==> config.mk <==
export PLATFORM = sky130hd
export DESIGN_NAME = apb_gpio_v3
export DESIGN_NICKNAME = d
export VERILOG_FILES = /design/src/rtl/apb_gpio_v3_pkg.sv /design/src/rtl/gpio_v3_pin.sv /design/src/rtl/apb_gpio_v3.sv
export SDC_FILE = /design/constraint.sdc
export NUM_CORES = 2
export LEC_CHECK = 0
export ABC_AREA = 0
export ABC_CLOCK_PERIOD_IN_PS = 5550
export CAP_MARGIN = 20
export CORE_ASPECT_RATIO = 0.75
export CORE_MARGIN = 2
export CORE_UTILIZATION = 50
export CTS_BUF_LIST = sky130_fd_sc_hd__clkbuf_4
export DETAILED_ROUTE_END_ITERATION = 10
export PLACE_DENSITY_LB_ADDON = 0.2
export SETUP_SLACK_MARGIN = 0.2
export SYNTH_ARGS = -nofsm -noshare
export SYNTH_HDL_FRONTEND = slang
export SYNTH_SLANG_ARGS = --single-unit
export TNS_END_PERCENT = 1
==> constraint.sdc <==
create_clock -name HCLK -period 5.55 [get_ports HCLK]
set_clock_uncertainty 0.1 [all_clocks]
set_input_delay 1.11 -clock HCLK [delete_from_list [all_inputs] [get_ports HCLK]]
set_output_delay 1.11 -clock HCLK [all_outputs]
set_load 0.02 [all_outputs]
==> src/rtl/apb_gpio_v3_pkg.sv <==
// Shared definitions for the v3 APB GPIO: register offsets, status field
// positions and the interrupt-type / pad-direction encodings.
package apb_gpio_v3_pkg;

    localparam logic [11:0] OFF_SET     = 12'h000;
    localparam logic [11:0] OFF_CLR     = 12'h004;
    localparam logic [11:0] OFF_TOG     = 12'h008;
    localparam logic [11:0] OFF_PIN     = 12'h010;
    localparam logic [11:0] OFF_OUT     = 12'h020;
    localparam logic [11:0] OFF_SETSEL  = 12'h030;
    localparam logic [11:0] OFF_RDSTAT  = 12'h034;
    localparam logic [11:0] OFF_SETDIR  = 12'h038;
    localparam logic [11:0] OFF_SETINT  = 12'h03C;
    localparam logic [11:0] OFF_INTSTAT = 12'h040;
    localparam logic [11:0] OFF_FILTCFG = 12'h050;

    localparam int RS_DIR     = 24;
    localparam int RS_FILT_EN = 20;
    localparam int RS_INTTYPE = 17;
    localparam int RS_INTEN   = 16;
    localparam int RS_PEND    = 13;
    localparam int RS_IN      = 12;
    localparam int RS_OUT     = 8;
    localparam int FC_THRESH  = 24;

    typedef enum logic [2:0] {
        IT_LEVEL_LOW  = 3'b000,
        IT_FALL       = 3'b001,
        IT_RISE       = 3'b010,
        IT_BOTH       = 3'b011,
        IT_LEVEL_HIGH = 3'b100
    } inttype_e;

    typedef enum logic [1:0] {
        DIR_IN     = 2'b00,
        DIR_PP     = 2'b01,
        DIR_OD     = 2'b10,
        DIR_OD_ALT = 2'b11
    } dir_e;

    // Word-group registers occupy four consecutive words sharing addr[11:4].
    function automatic logic in_group(logic [11:0] addr, logic [11:0] base);
        return (addr[11:4] == base[11:4]) && (addr[1:0] == 2'b00);
    endfunction

endpackage

==> src/rtl/gpio_v3_pin.sv <==
// One GPIO input lane: two-flop synchroniser, prescaled glitch filter,
// edge/level event detection and the sticky pending flag.
module gpio_v3_pin
    import apb_gpio_v3_pkg::*;
#(
    parameter int FILT_CNT_W = 4
) (
    input  logic                  HCLK,
    input  logic                  HRESETn,
    input  logic                  pin_in,
    input  logic                  tick,
    input  logic                  filt_en,
    input  logic [FILT_CNT_W-1:0] thresh,
    input  logic [2:0]            inttype,
    input  logic                  inten,
    input  logic                  w1c,
    output logic                  filtered,
    output logic                  pending
);

    logic                  sync1_reg, sync2_reg, filt_reg, pend_reg;
    logic                  filt_next, evt;
    logic [FILT_CNT_W-1:0] count_reg, count_next;

    always_comb begin
        filt_next  = filt_reg;
        count_next = count_reg;
        if (!filt_en) begin
            filt_next  = sync2_reg;
            count_next = '0;
        end else if (sync2_reg == filt_reg) begin
            count_next = '0;
        end else if (tick) begin
            if (count_reg >= thresh) begin
                filt_next  = sync2_reg;
                count_next = '0;
            end else begin
                count_next = count_reg + 1'b1;
            end
        end
    end

    // Events look at the value about to be registered so pending rises on
    // the same edge as the filtered output.
    always_comb begin
        case (inttype_e'(inttype))
            IT_LEVEL_LOW:  evt = ~filt_next;
            IT_LEVEL_HIGH: evt = filt_next;
            IT_FALL:       evt = ~filt_next & filt_reg;
            IT_RISE:       evt = filt_next & ~filt_reg;
            IT_BOTH:       evt = filt_next ^ filt_reg;
            default:       evt = 1'b0;
        endcase
    end

    always_ff @(posedge HCLK or negedge HRESETn) begin
        if (!HRESETn) begin
            sync1_reg <= 1'b0;
            sync2_reg <= 1'b0;
            filt_reg  <= 1'b0;
            count_reg <= '0;
            pend_reg  <= 1'b0;
        end else begin
            sync1_reg <= pin_in;
            sync2_reg <= sync1_reg;
            filt_reg  <= filt_next;
            count_reg <= count_next;
            if (evt && inten)
                pend_reg <= 1'b1;
            else if (w1c)
                pend_reg <= 1'b0;
        end
    end

    assign filtered = filt_reg;
    assign pending  = pend_reg;

endmodule

==> src/rtl/apb_gpio_v3.sv <==
// APB GPIO controller: register decode, per-pin configuration, shared filter
// prescaler and pad drive; per-pin input handling lives in gpio_v3_pin.
module apb_gpio_v3
    import apb_gpio_v3_pkg::*;
#(
    parameter int APB_ADDR_WIDTH = 12,
    parameter int NGPIO          = 64,
    parameter int FILT_CNT_W     = 4,
    parameter int PRESC_W        = 16
) (
    input  logic                      HCLK,
    input  logic                      HRESETn,
    input  logic                      dft_cg_enable_i,
    input  logic [APB_ADDR_WIDTH-1:0] PADDR,
    input  logic [31:0]               PWDATA,
    input  logic                      PWRITE,
    input  logic                      PSEL,
    input  logic                      PENABLE,
    output logic [31:0]               PRDATA,
    output logic                      PREADY,
    output logic                      PSLVERR,
    input  logic [NGPIO-1:0]          gpio_in,
    output logic [NGPIO-1:0]          gpio_in_sync,
    output logic [NGPIO-1:0]          gpio_out,
    output logic [NGPIO-1:0]          gpio_dir,
    output logic [NGPIO-1:0]          interrupt,
    output logic                      irq_o
);

    localparam int SELW = (NGPIO > 1) ? $clog2(NGPIO) : 1;
    localparam int NPAD = 128;

    logic [NGPIO-1:0]            out_reg, inten_reg, filt_en_reg, pending;
    logic [NGPIO-1:0][1:0]       dir_reg;
    logic [NGPIO-1:0][2:0]       inttype_reg;
    logic [SELW-1:0]             sel_reg, idx;
    logic [PRESC_W-1:0]          presc_reg, presc_cnt_reg;
    logic [FILT_CNT_W-1:0]       thresh_reg;
    logic [11:0]                 addr;
    logic [1:0]                  grp;
    logic                        wr_en, rd_en, idx_ok, tick;
    logic                        wr_set, wr_clr, wr_tog, wr_sel, wr_dir, wr_int, wr_idx;
    logic                        wr_out, wr_stat, wr_filt;
    logic [NPAD-1:0]             in_pad, out_pad, pend_pad;
    logic [31:0]                 rdstat, filtcfg, rd_data;
    logic                        unused_ok;

    assign addr    = PADDR[11:0];
    assign grp     = addr[3:2];
    assign wr_en   = PSEL & PENABLE & PWRITE;
    assign rd_en   = PSEL & ~PWRITE;
    assign idx     = PWDATA[SELW-1:0];
    // Range check on a wider field so out-of-range indices never alias.
    assign idx_ok  = ({1'b0, PWDATA[7:0]} < 9'(NGPIO));

    assign wr_set  = wr_en && (addr == OFF_SET);
    assign wr_clr  = wr_en && (addr == OFF_CLR);
    assign wr_tog  = wr_en && (addr == OFF_TOG);
    assign wr_sel  = wr_en && (addr == OFF_SETSEL);
    assign wr_dir  = wr_en && (addr == OFF_SETDIR);
    assign wr_int  = wr_en && (addr == OFF_SETINT);
    assign wr_idx  = wr_set | wr_clr | wr_tog | wr_sel | wr_dir | wr_int;
    assign wr_out  = wr_en && in_group(addr, OFF_OUT);
    assign wr_stat = wr_en && in_group(addr, OFF_INTSTAT);
    assign wr_filt = wr_en && (addr == OFF_FILTCFG);

    always_ff @(posedge HCLK or negedge HRESETn) begin
        if (!HRESETn) begin
            out_reg     <= '0;
            dir_reg     <= '0;
            inttype_reg <= '0;
            inten_reg   <= '0;
            filt_en_reg <= '0;
            sel_reg     <= '0;
            presc_reg   <= '0;
            thresh_reg  <= '0;
        end else begin
            if (idx_ok) begin
                if (wr_set) out_reg[idx] <= 1'b1;
                if (wr_clr) out_reg[idx] <= 1'b0;
                if (wr_tog) out_reg[idx] <= ~out_reg[idx];
                if (wr_dir) dir_reg[idx] <= PWDATA[RS_DIR +: 2];
                if (wr_int) begin
                    inttype_reg[idx] <= PWDATA[RS_INTTYPE +: 3];
                    inten_reg[idx]   <= PWDATA[RS_INTEN];
                    filt_en_reg[idx] <= PWDATA[RS_FILT_EN];
                end
                if (wr_idx) sel_reg <= idx;
            end
            if (wr_out) begin
                for (int i = 0; i < NGPIO; i++)
                    if (grp == 2'(i / 32)) out_reg[i] <= PWDATA[i % 32];
            end
            if (wr_filt) begin
                presc_reg  <= PWDATA[PRESC_W-1:0];
                thresh_reg <= PWDATA[FC_THRESH +: FILT_CNT_W];
            end
        end
    end

    // Free-running prescaler; >= keeps the period sane if presc is lowered mid-count.
    assign tick = (presc_cnt_reg >= presc_reg);

    always_ff @(posedge HCLK or negedge HRESETn) begin
        if (!HRESETn)
            presc_cnt_reg <= '0;
        else if (tick)
            presc_cnt_reg <= '0;
        else
            presc_cnt_reg <= presc_cnt_reg + 1'b1;
    end

    for (genvar gi = 0; gi < NGPIO; gi++) begin : g_pin
        logic w1c;
        assign w1c = wr_stat && (grp == 2'(gi / 32)) && PWDATA[gi % 32];

        gpio_v3_pin #(.FILT_CNT_W(FILT_CNT_W)) u_pin (
            .HCLK     (HCLK),
            .HRESETn  (HRESETn),
            .pin_in   (gpio_in[gi]),
            .tick     (tick),
            .filt_en  (filt_en_reg[gi]),
            .thresh   (thresh_reg),
            .inttype  (inttype_reg[gi]),
            .inten    (inten_reg[gi]),
            .w1c      (w1c),
            .filtered (gpio_in_sync[gi]),
            .pending  (pending[gi])
        );

        // Open-drain pulls low by enabling the driver with a 0 output.
        assign gpio_out[gi]  = (dir_reg[gi] == DIR_PP) & out_reg[gi];
        assign gpio_dir[gi]  = (dir_reg[gi] == DIR_PP) | (dir_reg[gi][1] & ~out_reg[gi]);
        assign interrupt[gi] = pending[gi] & inten_reg[gi];
    end

    assign irq_o    = |interrupt;
    assign in_pad   = NPAD'(gpio_in_sync);
    assign out_pad  = NPAD'(out_reg);
    assign pend_pad = NPAD'(pending);

    always_comb begin
        rdstat                     = '0;
        rdstat[RS_DIR +: 2]        = dir_reg[sel_reg];
        rdstat[RS_FILT_EN]         = filt_en_reg[sel_reg];
        rdstat[RS_INTTYPE +: 3]    = inttype_reg[sel_reg];
        rdstat[RS_INTEN]           = inten_reg[sel_reg];
        rdstat[RS_PEND]            = pending[sel_reg];
        rdstat[RS_IN]              = gpio_in_sync[sel_reg];
        rdstat[RS_OUT]             = out_reg[sel_reg];
        rdstat[SELW-1:0]           = sel_reg;
    end

    assign filtcfg = 32'(presc_reg) | (32'(thresh_reg) << FC_THRESH);

    always_comb begin
        rd_data = '0;
        if (rd_en) begin
            if (in_group(addr, OFF_PIN))
                rd_data = in_pad[{grp, 5'd0} +: 32];
            else if (in_group(addr, OFF_OUT))
                rd_data = out_pad[{grp, 5'd0} +: 32];
            else if (in_group(addr, OFF_INTSTAT))
                rd_data = pend_pad[{grp, 5'd0} +: 32];
            else if (addr == OFF_RDSTAT)
                rd_data = rdstat;
            else if (addr == OFF_FILTCFG)
                rd_data = filtcfg;
        end
    end

    assign PRDATA    = rd_data;
    assign PREADY    = 1'b1;
    assign PSLVERR   = 1'b0;
    assign unused_ok = ^{dft_cg_enable_i, PADDR, PWDATA};

endmodule
# Word-level counts from Yosys, hierarchy flattened
# Cells that the tools add are included.
dict set report totals {
  ff_bits 1066
  word_cells 2792
  inputBits 114
  out_inout_bits 291
}
dict set report classes {
  eq_ne 459
  n_reduce_logical 278
  n_bitwise 654
  n_shift 3
  addsub 65
  mux 809
  order_cmp 69
}
# operator n
set ops {}
lappend ops {{$mux 4} 256}
lappend ops {{$mux 1} 455}
lappend ops {{$mux 64} 7}
lappend ops {{$eq 3x2->1 const B} 128}
lappend ops {{$shiftx 128x8->32} 3}
lappend ops {{$and 1x1->1} 323}
lappend ops {{$pmux 1 s5} 64}
lappend ops {{$add 4x1->4 const B} 64}
lappend ops {{$ge 4x4->1} 64}
lappend ops {{$not 1->1} 194}
lappend ops {{$bwmux 192} 1}
lappend ops {{$bwmux 64} 3}
lappend ops {{$eq 3x1->1 const B} 64}
lappend ops {{$eq 3x3->1 const B} 64}
lappend ops {{$logic_not 3->1} 64}
lappend ops {{$ne 3x1->1 const B} 64}
lappend ops {{$logic_and 1x1->1} 143}
lappend ops {{$eq 2x1->1 const B} 65}
lappend ops {{$bwmux 128} 1}
lappend ops {{$mux 32} 4}
lappend ops {{$reduce_bool 2->1} 64}
lappend ops {{$or 1x1->1} 69}
lappend ops {{$and 64x64->64} 1}
lappend ops {{$eq 1x1->1} 64}
lappend ops {{30 further kinds} 108}

# Longest topological paths before layout
dict set report logic_depth {
  word_depth 15
  ltp_mapped 16
  depth_no_buf 15
}

# Cells and area by module
# From an unflattened synthesis, not the netlist that was laid out.
dict set report unflattened {
  hier_cells 7090
  area_unflattened_um2 69529.2
}
# module cells_each seq_area_each_um2 n_inst area_each_um2
set modules_own_cells {}
lappend modules_own_cells {apb_gpio_v3 3122 13863.3 1 33850.0}
lappend modules_own_cells {{gpio_v3_pin (g_pin[35].u_pin ...)} 62 200.2 36 558.0}
lappend modules_own_cells {{gpio_v3_pin (g_pin[0].u_pin ...)} 62 200.2 28 556.8}

# Least setup slack after synthesis
# No wires, ideal clock.
dict set report synth_path {
  path_type {in2out}
  from {input port PADDR[9]}
  to {output port PRDATA[12]}
  required_time_ps 4340
  n_path_buf 1
  arrival_time_ps 4055
  path_stages 8
  path_slack_ps 285
  cell_sequence {or4_4 -> or3_1 -> buf_2 -> nor3_2 -> nand2_1 -> o21ai_0 -> a21oi_1 -> a2111oi_0}
}
dict set report synth_between {
  elab_chain_cells 7
  elab_cells_between_ends 14
  classes_between {eq/ne: 5; mux: 6; reduce/logical: 3}
}
# item line
set synth_lines {}
lappend synth_lines {{start, declared} apb_gpio_v3.sv:14} ;# input logic [APB_ADDR_WIDTH-1:0] PADDR,
lappend synth_lines {{$eq 12x7->1} apb_gpio_v3.sv:167} ;# else if (addr == OFF_FILTCFG)
lappend synth_lines {{$mux 28} apb_gpio_v3.sv:167}
lappend synth_lines {{$mux 28} apb_gpio_v3.sv:165} ;# else if (addr == OFF_RDSTAT)
lappend synth_lines {{$mux 32} apb_gpio_v3.sv:163} ;# else if (in_group(addr, OFF_INTSTAT))
lappend synth_lines {{$mux 32} apb_gpio_v3.sv:161} ;# else if (in_group(addr, OFF_OUT))
lappend synth_lines {{$mux 32 (*)} apb_gpio_v3.sv:159} ;# if (in_group(addr, OFF_PIN))
lappend synth_lines {{$mux 32 (*)} apb_gpio_v3.sv:158} ;# if (rd_en) begin
lappend synth_lines {{end, declared} apb_gpio_v3.sv:19} ;# output logic [31:0] PRDATA,
# Mark *: on every way between the ends. The rest lies on a longest branch, timed or not.

# Worst setup path after layout
dict set report layout_path {
  from {register sel_reg[0]}
  to {output port PRDATA[19]}
}
dict set report layout_between {
  elab_chain_cells 7
}
# item line
set layout_lines {}
lappend layout_lines {{start, declared} apb_gpio_v3.sv:36} ;# logic [SELW-1:0] sel_reg, idx;
lappend layout_lines {{start signal, assigned} apb_gpio_v3.sv:88} ;# if (wr_idx) sel_reg <= idx;
lappend layout_lines {{$bmux 3 s6} apb_gpio_v3.sv:146} ;# rdstat[RS_INTTYPE +: 3] = inttype_reg[sel_reg];
lappend layout_lines {{$mux 3 (not written as such)} apb_gpio_v3.sv:146}
lappend layout_lines {{$mux 28} apb_gpio_v3.sv:165}
lappend layout_lines {{$mux 32} apb_gpio_v3.sv:163}
lappend layout_lines {{$mux 32} apb_gpio_v3.sv:161}
lappend layout_lines {{$mux 32} apb_gpio_v3.sv:159}
lappend layout_lines {{$mux 32} apb_gpio_v3.sv:158}
# Every way passes these cells. The select of a mux whose other input is x is not followed.

==> impl_metrics.toml <==
[logic_synthesis]
synth_seq_area_share_pct = 38.9
synth_top_family_by_area = "multiplexers"
synthDistinctLibCells = 79
muxShareOfSynthArea_pct = 18.9
async_reset_ff_share_pct = 100
syn_area_um2 = 68700
synth_flop_cell = "dfrtp_1"
synth_cells = 6688
ys_seq_elements = 1066
synth-xor-area-share_pct = 1.01
syn_area_per_cell_um2 = 10.3
synth-compound-area-share_pct = 13.2
syn-num-nets = 7203
yosys_warnings = 0
synthAdderAreaFrac_pct = 7.31
yosys.area_share.simple_pct = 16.1
synth_edf_count = 0

[clock_tree]
cts_buffers = 298
cts_buffer_depth = 4
cts_sinks = 1066
clk_pin_slew_worst_paths_ns = 0.06
cts_tree = "done"
clockRootBuffer = "clkbuf_4"
cts.htree.levels = 5
insertion_delay_ns = 1.31

[worst_setup_path]
cp_data_required_time_ns = 4.34
worst_setup_path_start_kind = "flip-flop"
arrival_ns = 4.36
reg2reg_slack_ns = 1.04
crit_fanout = 6
worst-setup-path-type = "flip-flop to output port"
end_kind = "output port"

[run_status]
violations = "negative setup slack"
status = "complete, but fails checks"

[placed_design]
portBuffers = 401
hpwl_mm = 200
globalplace.congestion = 1.12
place_area_um2 = 75600
dp_cells = 8776

[power]
peakVddDrop_uv = 172
power.density_nw_per_um2 = 204
leakage_nw = 35.3

[die]
start_util_pct = 50.5
dieArea_um2 = 140000
die_y_um = 325
io_pins = 405
fp.dieW_um = 432
rows = 117
core_um2 = 136000

[worst_hold_path]
hold_path_class = "primary input to flip-flop"

[layout]
fillers = 11499
finalNonFillerCells = 9315
final_common_cell = "dfrtp_1"
nNetsFinal = 7850
largest_reg_flops = 256
syn_to_final_growth_pct = 16.6
final_area_um2 = 80000
drive_gt1_share_pct = 21.1
final_util_pct = 58.9
final_cell_mix = "1055 x dfrtp_1, 478 x nor2_1, 439 x mux2_2"

[sta]
hold_viol_final = 0
finalSetupViolCount = 3
setup_ws_ns = -0.0196
finalCritPeriodShare_pct = 100
worst_pin_slew_ns = 1.14
fin_crit_ns = 5.57
drv_slew = 0
rsz0062_at_grt = "yes"
fmax_mhz = 180
relSlewSlack_pct = 24.2
setup_tns_ns = -0.0290

[drt]
vias = 61242
dr.pass1.iters = 8
post_drt_wl_per_cell_um = 29.5
route.detailed.drc = 0
drt_wl_total_mm = 275
final_antenna_net_count = 0
drt_iter0_drc = 7011
viasPerCell = 6.57

[run]
maxCapViolCount = 0

[global_routing]
grt_overflow = 0
antenna_found_initial = 33
grt_use_total_pct = 38.6
first_global_vias = 58117
grt_max_degree = 118
grt_pass1_wl_mm = 399
where the power goes:
group          total, W  switching (W)  leakage [nW]  internal (W)
clock network   0.00692        0.00353          2.00       0.00339
registers       0.00806       0.000200          14.1       0.00786
logic           0.00132       0.000866          19.1      0.000457
total            0.0163        0.00460          35.3        0.0117
cell type report:
type	instances	area, um2	area share (%)
multi-input cells	4863	39100	48.9
flip-flops and latches	1066	26700	33.4
repair buffers	719	7150	8.93
clock buffers	398	2990	3.73
well taps	1785	2230	2.79
inverters	387	1460	1.82
clock inverters	74	342	0.427
diodes	23	57.6	0.0719
worst max-delay path, cell delays in order, from the launching register on:
cell	delay, ns
dfrtp_4	0.47
buf_12	0.16
buf_16	0.17
buf_4	0.14
mux4_2	0.61
mux4_2	0.53
mux2i_4	0.25
o221ai_1	0.22
a21oi_4	0.28
nor2_1	0.06
buf_2	0.17
final timing paths:
check / startpoint / end / cells past startpoint
worst max-delay path: sel_reg[0] / PRDATA[19] / 10
worst min-delay path: gpio_in[15] / g_pin[15].u_pin.sync1_reg / 1
worst max register to register: thresh_reg[2] / g_pin[26].u_pin.pending / 11
worst min register to register: g_pin[33].u_pin.sync1_reg / g_pin[33].u_pin.sync2_reg / 0
max in group asynchronous: HRESETn / g_pin[57].u_pin.count_reg[1] / 3
min in group asynchronous: HRESETn / g_pin[15].u_pin.filtered / 2
Yosys cell counts (all sizes together) (6+ instances only):
cell | instances | area share [%]
nand4b | 60 | 0.77
dfrtp | 1066 | 39
and2 | 144 | 1.3
a2111o | 72 | 1.2
mux2i | 258 | 3.8
o21ai | 403 | 2.9
a2111oi | 81 | 1.0
nor2 | 515 | 3.2
inv | 387 | 2.1
nor3b | 74 | 0.81
a311oi | 23 | 0.29
ha | 401 | 7.3
o2111a | 34 | 0.56
xnor2 | 6 | 0.077
nand2b | 126 | 1.1
xor2 | 73 | 0.93
o221ai | 46 | 0.59
nor2b | 68 | 0.62
or4 | 52 | 0.57
buf | 151 | 1.4
mux2 | 502 | 8.2
and3 | 69 | 0.63
nor3 | 167 | 1.4
o22a | 7 | 0.089
or3 | 46 | 0.42
clkbuf | 221 | 1.2
mux4 | 209 | 6.9
nand2 | 390 | 2.2
o311ai | 23 | 0.29
a211oi | 11 | 0.14
a21oi | 377 | 2.8
nand3 | 195 | 1.4
nand3b | 31 | 0.34
nor4 | 8 | 0.10
nor4b | 26 | 0.33
a22oi | 14 | 0.15
nand4 | 45 | 0.41
o211ai | 22 | 0.24
a221oi | 32 | 0.42
a32o | 41 | 0.60
a21boi | 7 | 0.077
or2 | 39 | 0.36
o21bai | 66 | 0.72
o211a | 30 | 0.44
o22ai | 21 | 0.19
kinds of logic after synthesis:
family / after synthesis
simple gates: 2063
compound gates: 1349
flops: 1066
mux: 969
buf+inv: 759
fa+ha+maj: 401
xor+xnor: 79
other cells: 2
layer usage:
| layer | GRT usage, % | up-vias | share of wire [%] |
|---|---|---|---|
| li1 | - | 26210 | - |
| met1 | 50.5 | 30219 | 39 |
| met2 | 54.1 | 3830 | 42 |
| met3 | 13.5 | 961 | 12 |
| met4 | 24.8 | 22 | 7.2 |
| met5 | 0.546 | - | 0.084 |
through the flow:
stage	total power, W	setup slack, ns	hold slack, ns
5_1_grt	0.0169	-0.131	0.0481
3_3_place_gp	0.00944	-0.216	0.233
2_1_floorplan	0.00868	0.285	0.231
6_report	0.0163	-0.0196	0.154
4_1_cts	0.0164	-0.142	0.0000916
3_5_place_dp	0.00946	-0.184	0.235
what timing repair did:
action / in CTS / in global routing
setup buffers: 27 / 1
cloned: 10 / 0
endpoints found under the setup margin: 22 / 18
hold endpoints to repair: 83 / 0
resized for setup: 137 / 18
pin swaps: 7 / 4
hold buffers: 4 / 0
No activity file was read; power rests on OpenSTA's default activity.
